`config.mk`:
```
export PLATFORM = sky130hd
export DESIGN_NAME = frame_stats
export DESIGN_NICKNAME = d
export VERILOG_FILES = /design/src/rtl/frame_stats.sv
export SDC_FILE = /design/constraint.sdc
export NUM_CORES = 1
export LEC_CHECK = 0
export ABC_AREA = 1
export CORE_MARGIN = 1.5
export CORE_UTILIZATION = 35
export DETAILED_ROUTE_END_ITERATION = 8
export MAX_ROUTING_LAYER = met4
export PLACE_DENSITY = 0.62
export SETUP_SLACK_MARGIN = 0.2
export SLEW_MARGIN = 30
export SYNTH_ARGS = -nofsm -noshare
export SYNTH_HDL_FRONTEND = slang
export SYNTH_SLANG_ARGS = --single-unit
```
`constraint.sdc`:
```
create_clock -name CLOCK -period 1.87 [get_ports CLOCK]
set_clock_uncertainty 0.1 [all_clocks]
set_input_delay 0.187 -clock CLOCK [delete_from_list [all_inputs] [get_ports CLOCK]]
set_output_delay 0.187 -clock CLOCK [all_outputs]
set_load 0.01 [all_outputs]
```
`src/rtl/frame_stats.sv`:
```
// frame_stats: per-frame pixel statistics and geometry checker for the NanEye
// parallel pixel stream. Accumulates sum/min/max and line geometry per frame and
// publishes a latched result set with a one-cycle STATS_VALID pulse.
// Optional feature: define FRAME_STATS_CLIP_EN to compile in the clip counter;
// without it CLIP_COUNT is tied to zero.
module frame_stats #(
  parameter int C_ROWS    = 320,
  parameter int C_COLUMNS = 320,
  parameter int D_WIDTH   = 10,
  parameter int SUM_WIDTH = 27
) (
  input  logic                 CLOCK,
  input  logic                 RESET,
  input  logic                 V_SYNC,
  input  logic                 H_SYNC,
  input  logic [D_WIDTH-1:0]   PIX_DATA,
  input  logic                 PIX_EN,
  output logic [SUM_WIDTH-1:0] FRAME_SUM,
  output logic [D_WIDTH-1:0]   PIX_MIN,
  output logic [D_WIDTH-1:0]   PIX_MAX,
  output logic [15:0]          LINE_COUNT,
  output logic [15:0]          BAD_LINES,
  output logic [15:0]          FRAME_COUNT,
  output logic [15:0]          CLIP_COUNT,
  output logic                 STATS_VALID,
  output logic                 FRAME_ERROR
);

  typedef enum logic [1:0] {WAIT_LOW, WAIT_FRAME, IN_FRAME, PUBLISH} state_t;

  localparam logic [D_WIDTH-1:0]   PIX_ONES = '1;
  localparam logic [SUM_WIDTH-1:0] SUM_ONES = '1;
  localparam logic [15:0]          ROWS_16  = 16'(C_ROWS);
  localparam logic [15:0]          COLS_16  = 16'(C_COLUMNS);

  function automatic logic [15:0] sat_inc(input logic [15:0] v);
    return (v == 16'hFFFF) ? v : v + 16'd1;
  endfunction

  state_t state_q, state_d;
  logic vs_q, vs_d, hs_q, hs_d, vs_rise_q, vs_rise_d;

  // per-frame accumulators
  logic [SUM_WIDTH-1:0] sum_q, sum_d;
  logic [D_WIDTH-1:0]   min_q, min_d, max_q, max_d;
  logic [15:0]          line_cnt_q, line_cnt_d, bad_cnt_q, bad_cnt_d;
  logic [15:0]          pix_cnt_q, pix_cnt_d;
  logic                 stray_q, stray_d;

  // published results
  logic [SUM_WIDTH-1:0] frame_sum_q, frame_sum_d;
  logic [D_WIDTH-1:0]   pix_min_q, pix_min_d, pix_max_q, pix_max_d;
  logic [15:0]          line_count_q, line_count_d, bad_lines_q, bad_lines_d;
  logic [15:0]          frame_count_q, frame_count_d;
  logic                 stats_valid_q, stats_valid_d;
  logic                 frame_error_q, frame_error_d;

`ifdef FRAME_STATS_CLIP_EN
  logic [15:0] clip_cnt_q, clip_cnt_d, clip_out_q, clip_out_d;
`endif

  logic                 vs_rise, vs_fall, hs_fall, pix_ok;
  logic [SUM_WIDTH:0]   sum_ext;

  assign vs_rise = V_SYNC & ~vs_q;
  assign vs_fall = ~V_SYNC & vs_q;
  assign hs_fall = ~H_SYNC & hs_q;
  assign pix_ok  = PIX_EN & H_SYNC;
  assign sum_ext = {1'b0, sum_q} + {{(SUM_WIDTH + 1 - D_WIDTH){1'b0}}, PIX_DATA};

  // next-state, accumulator and publish logic; the open line is closed before publish
  always_comb begin
    state_d       = state_q;
    vs_d          = V_SYNC;
    hs_d          = H_SYNC;
    vs_rise_d     = vs_rise;
    sum_d         = sum_q;
    min_d         = min_q;
    max_d         = max_q;
    line_cnt_d    = line_cnt_q;
    bad_cnt_d     = bad_cnt_q;
    pix_cnt_d     = pix_cnt_q;
    stray_d       = stray_q;
    frame_sum_d   = frame_sum_q;
    pix_min_d     = pix_min_q;
    pix_max_d     = pix_max_q;
    line_count_d  = line_count_q;
    bad_lines_d   = bad_lines_q;
    frame_count_d = frame_count_q;
    stats_valid_d = 1'b0;
    frame_error_d = frame_error_q;
`ifdef FRAME_STATS_CLIP_EN
    clip_cnt_d    = clip_cnt_q;
    clip_out_d    = clip_out_q;
`endif

    case (state_q)
      WAIT_LOW: begin
        if (!V_SYNC) state_d = WAIT_FRAME;
      end
      WAIT_FRAME: begin
        // a rise seen during PUBLISH is still pending in vs_rise_q
        if (vs_rise || vs_rise_q) begin
          state_d    = IN_FRAME;
          sum_d      = '0;
          min_d      = PIX_ONES;
          max_d      = '0;
          line_cnt_d = '0;
          bad_cnt_d  = '0;
          pix_cnt_d  = '0;
          stray_d    = 1'b0;
`ifdef FRAME_STATS_CLIP_EN
          clip_cnt_d = '0;
`endif
        end
      end
      IN_FRAME: begin
        if (pix_ok) begin
          sum_d     = sum_ext[SUM_WIDTH] ? SUM_ONES : sum_ext[SUM_WIDTH-1:0];
          if (PIX_DATA < min_q) min_d = PIX_DATA;
          if (PIX_DATA > max_q) max_d = PIX_DATA;
          pix_cnt_d = sat_inc(pix_cnt_q);
`ifdef FRAME_STATS_CLIP_EN
          if (PIX_DATA == '0 || PIX_DATA == PIX_ONES) clip_cnt_d = sat_inc(clip_cnt_q);
`endif
        end
        if (PIX_EN && !H_SYNC) stray_d = 1'b1;
        if (hs_fall || (vs_fall && H_SYNC)) begin
          line_cnt_d = sat_inc(line_cnt_q);
          if (!hs_fall || pix_cnt_q != COLS_16) bad_cnt_d = sat_inc(bad_cnt_q);
          pix_cnt_d  = '0;
        end
        if (vs_fall) state_d = PUBLISH;
      end
      PUBLISH: begin
        frame_sum_d   = sum_q;
        pix_min_d     = min_q;
        pix_max_d     = max_q;
        line_count_d  = line_cnt_q;
        bad_lines_d   = bad_cnt_q;
        frame_count_d = frame_count_q + 16'd1;
        frame_error_d = (line_cnt_q != ROWS_16) || (bad_cnt_q != 16'd0) || stray_q;
        stats_valid_d = 1'b1;
`ifdef FRAME_STATS_CLIP_EN
        clip_out_d    = clip_cnt_q;
`endif
        state_d       = WAIT_FRAME;
      end
      default: state_d = WAIT_LOW;
    endcase
  end

  // state and output registers; reset abandons any frame in progress
  always_ff @(posedge CLOCK) begin
    if (RESET) begin
      state_q       <= WAIT_LOW;
      vs_q          <= 1'b0;
      hs_q          <= 1'b0;
      vs_rise_q     <= 1'b0;
      sum_q         <= '0;
      min_q         <= '0;
      max_q         <= '0;
      line_cnt_q    <= '0;
      bad_cnt_q     <= '0;
      pix_cnt_q     <= '0;
      stray_q       <= 1'b0;
      frame_sum_q   <= '0;
      pix_min_q     <= '0;
      pix_max_q     <= '0;
      line_count_q  <= '0;
      bad_lines_q   <= '0;
      frame_count_q <= '0;
      stats_valid_q <= 1'b0;
      frame_error_q <= 1'b0;
`ifdef FRAME_STATS_CLIP_EN
      clip_cnt_q    <= '0;
      clip_out_q    <= '0;
`endif
    end else begin
      state_q       <= state_d;
      vs_q          <= vs_d;
      hs_q          <= hs_d;
      vs_rise_q     <= vs_rise_d;
      sum_q         <= sum_d;
      min_q         <= min_d;
      max_q         <= max_d;
      line_cnt_q    <= line_cnt_d;
      bad_cnt_q     <= bad_cnt_d;
      pix_cnt_q     <= pix_cnt_d;
      stray_q       <= stray_d;
      frame_sum_q   <= frame_sum_d;
      pix_min_q     <= pix_min_d;
      pix_max_q     <= pix_max_d;
      line_count_q  <= line_count_d;
      bad_lines_q   <= bad_lines_d;
      frame_count_q <= frame_count_d;
      stats_valid_q <= stats_valid_d;
      frame_error_q <= frame_error_d;
`ifdef FRAME_STATS_CLIP_EN
      clip_cnt_q    <= clip_cnt_d;
      clip_out_q    <= clip_out_d;
`endif
    end
  end

  assign FRAME_SUM   = frame_sum_q;
  assign PIX_MIN     = pix_min_q;
  assign PIX_MAX     = pix_max_q;
  assign LINE_COUNT  = line_count_q;
  assign BAD_LINES   = bad_lines_q;
  assign FRAME_COUNT = frame_count_q;
  assign STATS_VALID = stats_valid_q;
  assign FRAME_ERROR = frame_error_q;
`ifdef FRAME_STATS_CLIP_EN
  assign CLIP_COUNT  = clip_out_q;
`else
  assign CLIP_COUNT  = 16'd0;
`endif

endmodule

```
### Word-level counts from Yosys, hierarchy flattened

Index checks and enable logic that the tools add are counted.

| storage, ports and cells | value |
|---|---|
| register bits | 198 |
| bits in latches | 0 |
| bits in writable memories | 0 |
| bits in read-only memories | 0 |
| output and inout bits | 113 |
| word-level logic and storage cells | 106 |
| memories kept | 0 |

| operators by class | value |
|---|---|
| $add $sub $neg | 5 |
| multiply operators | 0 |
| divide/modulo/power cells | 0 |
| $lt $le $gt $ge | 2 |
| equality and inequality tests | 21 |
| shift-type cells | 0 |
| mux-type cells | 32 |
| bitwise gates (word level) | 7 |
| reductions and logical operators | 20 |

Operators by type and width:

| cell | count |
|---|---|
| two-way mux 16 bit | 9 |
| one-hot mux 16 bit (2 select lines) | 3 |
| two-way mux 27 bit | 3 |
| adder 16 x 1 -> 16 bit (second input constant) | 4 |
| two-way mux 10 bit | 6 |
| one-hot mux 27 bit (2 select lines) | 1 |
| == test 16 bit (second input constant) | 3 |
| one-hot mux 10 bit (2 select lines) | 2 |
| != test 16 x 9 -> 1 bit (second input constant) | 2 |
| adder 27 x 10 -> 28 bit | 1 |
| != test 2 bit (second input constant) | 11 |
| AND reduction 4 bit | 4 |
| nonzero test 16 bit | 1 |
| greater-than comparator 10 bit | 1 |
| < comparator 10 bit | 1 |
| AND reduction 3 bit | 3 |
| one-hot mux 2 bit (4 select lines) | 1 |
| two-way mux 2 bit | 3 |
| != test 3 bit (second input constant) | 2 |
| logical OR 1 bit | 5 |
| AND reduction 5 bit | 1 |
| bitwise AND 1 bit | 4 |
| == test 2 bit (second input constant) | 2 |
| two-way mux 1 bit | 3 |
| other kinds (7) | 11 |

### Longest topological paths before layout

| logic depth | value |
|---|---|
| depth after elaboration | 7 |
| gate-level depth with buffers | 14 |

### Worst setup path after synthesis

Ideal clock, no wire load.

| path | value |
|---|---|
| path type | register to register |
| start point | reg sum_q[0] |
| end point | reg sum_q[16] |
| data arrival time | 1.793 ns |
| setup slack | -0.093 ns |
| stages on the path, launching flop included | 15 |
| buffers on the path | 0 |
| cell sequence | dfxtp_1 -> ha_1 -> inv_1 -> fa_1 -> inv_1 -> nand3_1 -> nand3_1 -> nand3_1 -> nand2_1 -> nand2_1 -> o21ai_0 -> nand2_1 -> nand2_1 -> nand2_1 -> a21oi_1 |

| between the ends | value |
|---|---|
| cells in the longest elaborated chain, start to end | 4 |

RTL lines:

| element | RTL line | source |
|---|---|---|
| start, declared | 44 | `logic [SUM_WIDTH-1:0] sum_q, sum_d;` |
| start signal, assigned | 184 | `sum_q <= sum_d;` |
| adder 27 x 10 -> 28 bit | 69 | `assign sum_ext = {1'b0, sum_q} + {{(SUM_WIDTH + 1 - D_WIDTH){1'b0}}, PIX_DATA};` |
| two-way mux 27 bit | 119 | `sum_d = sum_ext[SUM_WIDTH] ? SUM_ONES : sum_ext[SUM_WIDTH-1:0];` |
| two-way mux 27 bit | 118 | `if (pix_ok) begin` |
| one-hot mux 27 bit (2 select lines) | 97 | `case (state_q)` |

Every way passes these cells. The select of a mux whose other input is x is not followed.
A chain may end at the register's enable or synchronous reset.

### Final worst setup path

| path | value |
|---|---|
| start point | reg state_q[1] |
| end point | reg sum_q[25] |

| between the ends | value |
|---|---|
| cells in the longest elaborated chain, start to end | 3 |

RTL lines:

| element | RTL line | source |
|---|---|---|
| start, declared | 40 | `state_t state_q, state_d;` |
| start signal, assigned | 180 | `state_q <= state_d;` |
| == test 2 bit or == test 2 x 1 -> 1 bit (tied branches) | 97 |  |
| != test 2 bit (no source line) or nonzero test 2 bit (tied branches) | - |  |
| AND reduction 3 bit (no source line) | - |  |

Several ways; a longest one is shown, not always the timed one.

==> flow_summary.json <==
{
  "pwr-share-seq_pct": 27.6,
  "drt_iter0_drc": 732,
  "synth_largest_area_cell": "dfxtp_1",
  "slowest_delay_ns": 0.37,
  "syn_area_sq_um": 10200,
  "syn-instance-count": 1469,
  "antenna_found_initial": 0,
  "hp-class": "in2reg",
  "grt_max_degree": 56,
  "period_needed_ns": 1.98,
  "swShare_pct": 38.5,
  "syn_avg_cell_area_sq_um": 6.96,
  "yosysTopAreaCellShare_pct": 38.8,
  "layout.nets": 1823,
  "p_sw_mw": 7.22,
  "port_buffers": 111,
  "clockRootBuffer": "clkbuf_16",
  "drc": 0,
  "die_w_um": 174,
  "std_cell_rows": 62,
  "final_cell_mix": "178 x nand2_1, 168 x dfxtp_1, 147 x inv_1, 144 x buf_4, 120 x nor2_1",
  "grt_pass1_vias": 10662,
  "p_int_mw": 11.5,
  "final_common_cell": "nand2_1",
  "layoutNonFillerInstCount": 2163,
  "start_kind": "register",
  "numCtsBuffers": 17,
  "ios": 128,
  "rsz0062_at_grt": "true",
  "seq_area_frac_synth_pct": 38.8,
  "synth-adder-area-share_pct": 5.21,
  "status": "finished with violations",
  "synth_top_family_by_area": "simple AND/OR/NAND/NOR gates",
  "ys_warn_count": 0,
  "hold_viol_final": 0,
  "leakage_nw": 6.91,
  "final-setup-viol-count": 47,
  "cpLargestDelayFamily": "buffers and inverters",
  "start_util_pct": 35.6,
  "post_drt_via_cell_ratio": 5.11,
  "power_frac_clock_pct": 21.1,
  "wl_um": 34500,
  "worstPathCellList": "buf_6 -> ha_4 -> buf_4 -> buf_4 -> nor2_4 -> nor2_4 -> buf_12 -> buf_4 -> o211ai_1 -> nand3_1 -> nand2_1 -> inv_1",
  "vias": 11057,
  "synth-simple-area-share_pct": 28.4,
  "crit_type": "reg2reg",
  "drive_above_1_share_pct": 35.6,
  "dp_cells": 2054,
  "violations": "setup timing",
  "cts_tree": "done",
  "setup_slack_ns": -0.109,
  "fmax_ghz": 0.505,
  "final_antenna_net_count": 0,
  "end_kind": "register",
  "grt_pass1_wl_um": 54200,
  "total_power_mw": 18.8,
  "wl_per_cell_um": 15.9,
  "ys.flop_type": "dfxtp_1",
  "ir_worst_vdd_v": 0.000750,
  "drv_cap": 0,
  "clk_pin_slew_ns": 0.08,
  "cp_data_required_time_ns": 2.11,
  "period_share_pct": 106,
  "path_buf_inv": 6,
  "drt_first_pass_iters": 5,
  "final_util_pct": 56.1,
  "synth_mux_area_share_pct": 0,
  "htreeDepth": 4,
  "crit_fanout": 6,
  "die_area_sq_um": 30200,
  "coreArea_sq_um": 28700,
  "clockBufferDepth": 2,
  "cts_hold_buffers": 0,
  "drv_slew": 0,
  "worst_pin_slew_ns": 0.645,
  "place_hpwl_um": 22200,
  "critPathSlowestCell": "dfxtp_4",
  "cts.sinks": 198,
  "area_growth_pct": 57.5,
  "async_reset_ff_share_pct": 0,
  "p_per_area_nw_per_um2": 1160,
  "netlist_top_cells_area": "dfxtp_1 39%, nand2_1 10%, a21oi_1 7.8%",
  "ys_ff_latch": 198,
  "clk_latency_ns": 0.44,
  "antennaDiodeCount": 0,
  "slew_headroom_pct": 57.0,
  "synth-xor-area-share_pct": 2.23,
  "die_h_um": 174,
  "arrival_ns": 2.22,
  "synth_edf_count": 0,
  "routabilityCongestion": 0.948,
  "grt_overflow": 0,
  "grt_usage_pct": 22.5,
  "synth.distinct_cells": 47,
  "crit_top_cell": "buf_4",
  "combPwrFrac_pct": 51.3,
  "synth-compound-area-share_pct": 15.2
}
==> worst min-delay path: cells and delay by family <==
kind / cells / cell delay, ns
buffers and inverters: 2 / 0.37
AO/OA/AOI/OAI: 1 / 0.14
==> power by group through the flow <==
stage | clock, mW | combinational, mW | sequential (mW)
after floorplan | 0 | 3.03 | 5.34
after detailed placement | 0 | 5.88 | 5.20
after global placement | 0 | 5.84 | 5.19
after CTS | 4.02 | 8.04 | 5.13
after global routing | 4.19 | 10.2 | 5.25
final | 3.96 | 9.62 | 5.17
==> sequential cells by signal, summed over array words and instances, names as in the netlist <==
register / flops
STATS_VALID: 1
max_q: 10
state_q: 2
PIX_MIN: 10
PIX_MAX: 10
BAD_LINES: 16
vs_rise_q: 1
line_cnt_q: 16
min_q: 10
bad_cnt_q: 16
vs_q: 1
stray_q: 1
FRAME_COUNT: 16
FRAME_ERROR: 1
FRAME_SUM: 27
hs_q: 1
sum_q: 27
pix_cnt_q: 16
LINE_COUNT: 16
==> Yosys cell counts (all sizes together) (2+ instances only) <==
cell and instances:
nand2 286, dfxtp 198, inv 174, nor2 174, a21oi 161, o21ai 114
nand3 104, nand4 42, clkbuf 41, ha 41, nor3 40, buf 32
xor2 23, a211oi 6, nor4 6, nand3b 4, nor3b 3, o21bai 3
xnor2 3, a21boi 2, o211ai 2, o21a 2
==> per-layer routing <==
| metal | GRT usage [%] | routed length, um | vias up |
|---|---|---|---|
| met5 | - | 0 | - |
| met4 | 7.11 | 854 | 0 |
| met3 | 3.15 | 1530 | 74 |
| met2 | 36.3 | 16500 | 292 |
| met1 | 29.3 | 15600 | 5276 |
| li1 | - | - | 5415 |
==> final cells by class <==
cell class              count  area, sq um
clock inverters            14          180
clock buffers              18          439
multi-input cells        1045         7020
fillers                  2564        12600
flip-flops and latches    198         4020
repair inverters            1         6.26
well taps                 384          480
inverters                 174          707
repair buffers            329         3250
==> through the flow <==
step	hold slack, ns	cell area (sq um)	setup WS (ns)	TNS, ns
after floorplan	0.212	10600	0.0982	0
after global routing	0.202	16100	-0.200	-8.57
after detailed placement	0.372	13000	-0.543	-29.72
after CTS	0.168	15000	-0.0334	-0.262
final	0.192	16100	-0.109	-1.55
after global placement	0.368	13000	-0.512	-29.47
==> cells by family (layout without fill, tap and decap cells) <==
logic type	after synthesis	after routing
simple gates	660	666
compound gates	295	295
buf+inv	247	536
flops	198	198
fa+ha+maj	42	42
xor+xnor	26	26
other cells	1	16
==> worst paths after layout <==
| path | to | slack, ns | startpoint | cells past startpoint |
|---|---|---|---|---|
| setup / recovery | sum_q[25] | -0.11 | state_q[1] | 12 |
| hold / removal | sum_q[26] | 0.19 | RESET | 3 |
| setup reg to reg | sum_q[25] | -0.11 | state_q[1] | 12 |
| hold reg to reg | pix_cnt_q[0] | 0.37 | pix_cnt_q[0] | 1 |
==> timing repair <==
action | CTS | global route
gates cloned | 11 | 7
pin swaps | 80 | 104
setup endpoints to repair | 111 | 159
resized for setup | 291 | 229
setup buffers | 40 | 19
Power figures use the tool's default switching activity.
